[config.mk]
export PLATFORM = sky130hd
export DESIGN_NAME = quad_encoder_counter
export DESIGN_NICKNAME = d
export VERILOG_FILES = /design/src/rtl/quad_encoder_counter.sv
export SDC_FILE = /design/constraint.sdc
export NUM_CORES = 1
export LEC_CHECK = 0
export ABC_AREA = 1
export BUFFER_PORTS_ARGS = -buffer_cell sky130_fd_sc_hd__buf_2
export CAP_MARGIN = 20
export CORE_UTILIZATION = 40
export DETAILED_ROUTE_END_ITERATION = 10
export PLACE_DENSITY = 0.64
export SLEW_MARGIN = 10
export SYNTH_ARGS = -nofsm -noshare
export SYNTH_HDL_FRONTEND = slang
export SYNTH_SLANG_ARGS = --single-unit
[constraint.sdc]
create_clock -name clk_i -period 2.5 [get_ports clk_i]
set_input_delay 0.375 -clock clk_i [delete_from_list [all_inputs] [get_ports clk_i]]
set_output_delay 0.375 -clock clk_i [all_outputs]
set_load 0.02 [all_outputs]
[src/rtl/quad_encoder_counter.sv]
// Quadrature encoder front end: 2-FF sync, sampled run-length filter, Gray decode, up/down count.
// Latency: 2 sync + up to FILT_LEN*SAMPLE_DIV + 1 cycles from a stable input change to count_o.
// Backpressure: none; a free-running sampler, so at most one step is produced per sample tick.
// Ports:
//   clk_i      system clock
//   rst_ni     asynchronous active-low reset
//   encoder_i  raw {A,B} encoder lines, asynchronous to clk_i
//   clr_i      synchronous clear of count_o (wins over a step in the same cycle)
//   count_o    WIDTH-bit position count
//   step_up_o  1-cycle pulse per counted clockwise step
//   step_dn_o  1-cycle pulse per counted counter-clockwise step
//   dir_o      direction of the last counted step (1 = CW)
//   err_o      1-cycle pulse on an illegal transition (both bits changed)
module quad_encoder_counter #(
  parameter int unsigned WIDTH      = 8,
  parameter int unsigned SAMPLE_DIV = 80_000,
  parameter int unsigned FILT_LEN   = 3,
  parameter int unsigned CPC        = 4,
  parameter bit          SATURATE   = 1'b0
) (
  input  logic             clk_i,
  input  logic             rst_ni,
  input  logic [1:0]       encoder_i,
  input  logic             clr_i,
  output logic [WIDTH-1:0] count_o,
  output logic             step_up_o,
  output logic             step_dn_o,
  output logic             dir_o,
  output logic             err_o
);

  localparam int unsigned DIV_W = (SAMPLE_DIV > 1) ? $clog2(SAMPLE_DIV) : 1;
  localparam int unsigned RUN_W = $clog2(FILT_LEN + 1);
  localparam logic [DIV_W-1:0] DIV_MAX   = DIV_W'(SAMPLE_DIV - 1);
  localparam logic [RUN_W-1:0] RUN_MAX   = RUN_W'(FILT_LEN);
  localparam logic [WIDTH-1:0] COUNT_MAX = {WIDTH{1'b1}};

  // Next state in the clockwise Gray order 00->01->11->10->00.
  function automatic logic [1:0] cw_next(input logic [1:0] s);
    case (s)
      2'b00:   cw_next = 2'b01;
      2'b01:   cw_next = 2'b11;
      2'b11:   cw_next = 2'b10;
      default: cw_next = 2'b00;
    endcase
  endfunction

  logic [1:0]       sync1_q, sync2_q;
  logic [DIV_W-1:0] div_q, div_d;
  logic [1:0]       samp_q, samp_d;
  logic [RUN_W-1:0] run_q, run_d;
  logic [1:0]       stable_q, stable_d;
  logic             valid_q, valid_d;
  logic [WIDTH-1:0] count_q, count_d;
  logic             step_up_q, step_up_d;
  logic             step_dn_q, step_dn_d;
  logic             dir_q, dir_d;
  logic             err_q, err_d;

  logic tick, accept, is_cw, is_ccw, cpc_ok, up_step, dn_step;

  always_comb begin
    tick   = (div_q == DIV_MAX);
    div_d  = tick ? '0 : div_q + DIV_W'(1);

    // Run-length filter: run counts consecutive identical samples, saturating at FILT_LEN.
    samp_d = samp_q;
    run_d  = run_q;
    if (tick) begin
      samp_d = sync2_q;
      if (sync2_q == samp_q) begin
        run_d = (run_q == RUN_MAX) ? run_q : run_q + RUN_W'(1);
      end else begin
        run_d = RUN_W'(1);
      end
    end

    // Before the first acceptance any settled value is taken, even if it equals the
    // reset contents of stable_q; afterwards only a genuinely new value is.
    accept = tick && (run_d == RUN_MAX) && (!valid_q || (sync2_q != stable_q));

    is_cw  = (cw_next(stable_q) == sync2_q);
    is_ccw = (cw_next(sync2_q) == stable_q);

    // Coarser resolutions only count steps landing on the chosen detent states.
    if (CPC == 4)      cpc_ok = 1'b1;
    else if (CPC == 2) cpc_ok = (sync2_q == 2'b00) || (sync2_q == 2'b11);
    else               cpc_ok = (sync2_q == 2'b00);

    up_step = accept && valid_q && is_cw && cpc_ok;
    dn_step = accept && valid_q && is_ccw && cpc_ok;
    err_d   = accept && valid_q && !is_cw && !is_ccw;

    stable_d  = accept ? sync2_q : stable_q;
    valid_d   = valid_q | accept;
    step_up_d = up_step;
    step_dn_d = dn_step;

    dir_d = dir_q;
    if (up_step) dir_d = 1'b1;
    if (dn_step) dir_d = 1'b0;

    count_d = count_q;
    if (up_step) begin
      if (!(SATURATE && (count_q == COUNT_MAX))) count_d = count_q + WIDTH'(1);
    end else if (dn_step) begin
      if (!(SATURATE && (count_q == '0))) count_d = count_q - WIDTH'(1);
    end
    if (clr_i) count_d = '0;
  end

  always_ff @(posedge clk_i or negedge rst_ni) begin
    if (!rst_ni) begin
      sync1_q   <= 2'b00;
      sync2_q   <= 2'b00;
      div_q     <= '0;
      samp_q    <= 2'b00;
      run_q     <= '0;
      stable_q  <= 2'b00;
      valid_q   <= 1'b0;
      count_q   <= '0;
      step_up_q <= 1'b0;
      step_dn_q <= 1'b0;
      dir_q     <= 1'b0;
      err_q     <= 1'b0;
    end else begin
      sync1_q   <= encoder_i;
      sync2_q   <= sync1_q;
      div_q     <= div_d;
      samp_q    <= samp_d;
      run_q     <= run_d;
      stable_q  <= stable_d;
      valid_q   <= valid_d;
      count_q   <= count_d;
      step_up_q <= step_up_d;
      step_dn_q <= step_dn_d;
      dir_q     <= dir_d;
      err_q     <= err_d;
    end
  end

  assign count_o   = count_q;
  assign step_up_o = step_up_q;
  assign step_dn_o = step_dn_q;
  assign dir_o     = dir_q;
  assign err_o     = err_q;

endmodule
; ---- After elaboration in Yosys (flattened, before gate mapping)
; Index checks and enable logic that the tools add are counted.
[totals]
regBits = 40
input_bits = 5
output_inout_bits = 12
[op_classes]
addsub = 4
eq_ne = 11
muxes = 11
n_bitwise = 1
reduce_logical = 15
[op_table]
columns = operator, count
row1 = $mux 8, 3
row2 = $add 17x1->17 const B, 1
row3 = $eq 17x17->1 const B, 1
row4 = $mux 17, 1
row5 = $pmux 2 s3, 2
row6 = $add 8x1->8 const B, 1
row7 = $eq 2x2->1 const B, 4
row8 = $sub 8x1->8 const B, 1
row9 = $logic_and 1x1->1, 7
row10 = $eq 2x2->1, 3
row11 = $mux 2, 3
row12 = $eq 2x1->1 const B, 2
row13 = $logic_not 2->1, 2
row14 = $logic_not 1->1, 3
row15 = $reduce_bool 3->1, 1
row16 = $add 2x1->2 const B, 1
row17 = $mux 1, 2
row18 = $ne 2x2->1, 1
row19 = $reduce_bool 2->1, 1
row20 = $logic_or 1x1->1, 1
row21 = $or 1x1->1, 1

; ---- Depth between registers and ports, before layout
[logic_depth]
ltp_word = 12
ltp_mapped = 17
mapped_depth_nobuf = 17

; ---- Worst setup path before layout
; Ideal clock, no wire load.
[synth_timing]
kind = reg-to-reg
startpoint = reg div_q[0]
endpoint = reg count_q[6], in the netlist count_o[6]
setup_time_ns = 0.131
arrival_ns = 2.374
path_slack_ns = -0.004
stages_incl_launch_ff = 17
n_path_buf = 0
path_cell_list = dfrtp_1 > ha_1 > nand2_2 > nor2_4 > nand2_4 > nor2_8 > nand3_4 > inv_2 > nand4_4 > ha_1 > a21oi_1 > o21ai_0 > nand2_1 > nand2_1 > a21oi_1 > xor2_1 > o21ai_1
[synth_between]
elab_chain_cells = 9
[synth_rtl]
columns = item, line
row1 = from (decl), 49  ; logic [DIV_W-1:0] div_q, div_d;
row2 = from (signal assigned), 129  ; div_q <= div_d;
row3 = $eq 17x17->1 (*), 63  ; tick = (div_q == DIV_MAX);
row4 = $mux 2, 69  ; if (tick) begin
row5 = $eq 2x2->1, 80  ; accept = tick && (run_d == RUN_MAX) && (!valid_q || (sync2_q != stable_q));
row6 = $logic_and 1x1->1 (*) (2 in series), 80
row7 = $logic_and 1x1->1 (*), "90, 91"
row8 = $logic_and 1x1->1, 90  ; up_step = accept && valid_q && is_cw && cpc_ok;
row9 = $mux 8, 104  ; if (up_step) begin
row10 = $mux 8, 109  ; if (clr_i) count_d = '0;
row11 = to (signal assigned), 134  ; count_q <= count_d;
row12 = to (decl), 54  ; logic [WIDTH-1:0] count_q, count_d;
; Every way passes the cells marked *; elsewhere a longest branch is shown, timed or not.
; A chain may end at the register's enable or synchronous reset.

; ---- Worst setup path in the final report
[layout_timing]
startpoint = reg div_q[1]
endpoint = reg count_q[6], in the netlist count_o[6]
[layout_between]
elab_chain_cells = 9
[layout_rtl]
columns = item, line
row1 = $eq 17x17->1 (*), 63
row2 = $mux 2 (*), 69
row3 = named net run_d[0], 51  ; logic [RUN_W-1:0] run_q, run_d;
row4 = $eq 2x2->1 (*), 80
row5 = $logic_and 1x1->1 (*) (2 in series), 80
row6 = $logic_and 1x1->1 (*), "90, 91"
row7 = $logic_and 1x1->1, 90
row8 = $mux 8, 104
row9 = $mux 8, 109
; Mark *: on every way through the listed nets, which the timed path passes. The rest lies on a longest branch.

==> reports/results.ini <==
[synthesis]
synth_top_family_by_area=simple AND/OR/NAND/NOR gates
ys_ff_latch=40
synth_fp_nets=292
seq_area_frac_synth_pct=42.8
ys_async_sr_fraction_pct=100
yosysTopAreaCell=dfrtp_1
syn_avg_cell_area_um2=8.38
syn_area_um2=2340
yosys-top-cells-count=nand2_1 (62), dfrtp_1 (40), inv_1 (40)
yosysUniqueCellTypes=35
synthXorXnorAreaFrac_pct=3.37
synthFlopType=dfrtp_1
synth_top_cell_area_share_pct=42.8
synth-adder-area-share_pct=4.60
yosys.cell_count.top_type=nand2_1
yosys.area_share.simple_pct=31.9
yosys_warnings=0
synth-edff-count=0
synthMuxAreaShare_pct=0
synth_compound_area_share_pct=9.10
netlist_instances=279
synth_area_leaders=dfrtp_1 (43%), nand2_1 (10%), inv_1 (6.4%), nor2_1 (4.3%), ha_1 (3.7%)

[route]
drc=0
via_per_inst=4.73
drt_iter0_markers=60
wirelength_mm=4.73
ant_nets=0
drt_pass1_iterations=4
dr_wl_met2_mm=2.36
avgRoutedWirePerCell_um=11.8
met3WireLength_um=109
dr_total_vias=1903
wl_met1_mm=2.20
top_layer_used=met4

[cells_and_area]
fill_cells=511
layout.nets=342
drive_gt1_share_pct=32.7
area_growth_pct=25.0
antennaDiodeCount=0

[die]
die_area_um2=6150
row_count=27
die_h_um=78.4
coreArea_um2=5570
start_util_pct=41.9
die_w_um=78.4
ios=17

[timing]
rsz0062_at_grt=yes
hold_slack_ns=0.180
finalHoldViolCount=0
min_period_ns=2.55
worst_pin_slew_ns=0.895
maxSlewHeadroom_pct=40.3
setup_viol=3
fmax_ghz=0.393
setup_tns_ns=-0.0833
clock_skew_ns=0.00706
setup_ws_ns=-0.0459
timing.final.crit_share_pct=102
finalMaxSlewViolations=0

[outcome]
status=complete, but fails checks
violations=setup timing

[critical_path]
critPathBufInv=0
r2r-end=count_o[6]$_DFFE_PN0P_
start_kind=flip-flop
cpPeakStageDelay_ns=0.37
path_delay_family=simple AND/OR/NAND/NOR gates
r2r_start=div_q[1]$_DFF_PN0_
crit_path_end_kind=flip-flop
ff2ff_path_depth=16
worstSetupPathType=reg -> reg
cp_max_fo=7
cp_slowest_cell=dfrtp_1
required_ns=2.67
crit_chain=ha_2 > nand2_2 > nor2_4 > nand3_2 > nor2_2 > nand3_1 > nand2_2 > nand4_4 > ha_4 > a21oi_2 > o21ai_2 > nand2_1 > nand2_1 > a21oi_2 > xor2_1 > o21ai_1
rrSetupSlack_ns=-0.05
arrival_ns=2.72

[global_route]
grt_max_degree=41
antenna_found_initial=0
gr-total-overflow=0
grt_usage_pct=16.8
grt_pass1_vias=1813
grt_pass1_wl_mm=8.00

[hold_path]
hold_end=sync1_q[0]$_DFF_PN0_
hp-class=in -> reg
min_path_cells=1
min_from=encoder_i[0]

[power_and_ir_drop]
p_leak_nw=1.49
powerDensity_nw_per_um2=384
ir_worst_vdd_uv=267
finalPower_mw=1.12

[clock_tree]
cts_tree=done
cts_num_sinks=40
clk_path_buf_depth=2
clk_latency_ns=0.29
cts_buffers=5
hold_buffers=0
cts_root_buffer=clkbuf_8
cts_max_level=2
clkSlewWorstSetupHoldPaths_ns=0.08

[run]
maxCapViolations=0

[placement]
dp_hpwl_mm=3.50
io_buffer_count=16
gp_congestion=0.898

## sequential cells by signal, indices dropped and copies added, names as in the netlist
signal     count
count_o        8
sync2_q        2
run_q          2
samp_q         2
dir_o          1
step_dn_o      1
sync1_q        2
err_o          1
valid_q        1
stable_q       2
step_up_o      1
div_q         17
## through the flow
stage               worst slack [ns]  cells  utilization [%]  instance area (µm²)
global route                  -0.249    402             52.4                 2920
CTS                          -0.0406    398             50.0                 2790
floorplan                     0.0427    279                -                 2350
finish                       -0.0459    402             52.4                 2920
detailed placement           -0.0531    390             48.3                 2690
global placement              0.0210    390             48.3                 2690
## worst max path at each step
stage,cells after the start,endpoint,startpoint
floorplan,16,count_o[6]$_DFFE_PN0P_,div_q[0]$_DFF_PN0_
global placement,16,count_o[6]$_DFFE_PN0P_,div_q[0]$_DFF_PN0_
detailed placement,16,count_o[6]$_DFFE_PN0P_,div_q[1]$_DFF_PN0_
CTS,16,count_o[7]$_DFFE_PN0P_,div_q[1]$_DFF_PN0_
global route,16,count_o[6]$_DFFE_PN0P_,div_q[1]$_DFF_PN0_
finish,16,count_o[6]$_DFFE_PN0P_,div_q[1]$_DFF_PN0_
## area by class of cell
cell class	instances	area, µm²	share of cell area [%]
repair buffers	43	299	10.2
clock inverters	3	23.8	0.814
multi-input cells	188	1250	42.7
clock buffers	5	68.8	2.36
flip-flops and latches	40	1000	34.3
inverters	51	191	6.55
well taps	72	90.1	3.08
## placed cells by master, fill, tap and decap left out, drive strengths merged
cell,instances
nor2,38
clkbuf,5
ha,7
inv,50
dfrtp,40
nand4,3
o31ai,1
nor3b,1
o311a,1
or2,1
xor2,5
nand3,19
nor3,3
nand3b,1
xnor2,4
clkinv,2
or3,1
o21ai,19
clkinvlp,2
a21oi,10
a31oi,2
nand2,69
fa,1
o2111ai,1
buf,43
nor4,1
## timing repair
item	CTS	global route
hold endpoints to repair	0	0
pin swaps	0	20
setup buffers	0	4
gates cloned	0	0
endpoints found under the setup margin	3	6
resized for setup	1	18
## where the power goes
group / switching, mW / leakage [nW] / internal (mW)
sequential: 0.00250 / 0.535 / 0.650
clock: 0.241 / 0.0404 / 0.198
combinational: 0.0247 / 0.917 / 0.00740
total: 0.269 / 1.49 / 0.855
## metal layers
metal	vias to the layer above	global-route usage, %
li1	972	-
met1	902	21.0
met2	22	28.8
met3	7	3.49
met4	0	5.56
met5	-	0
## cell families (layout without fill, tap and decap cells)
| logic type | count (synthesis) | in the layout |
|---|---|---|
| buffers and inverters | 51 | 102 |
| xor gates and xnor gates | 9 | 9 |
| adders and majority gates | 8 | 8 |
| DFF | 40 | 40 |
| AOI/OAI and AO/OA | 34 | 34 |
| and+or+nand+nor | 137 | 137 |
Power figures use the tool's default switching activity.
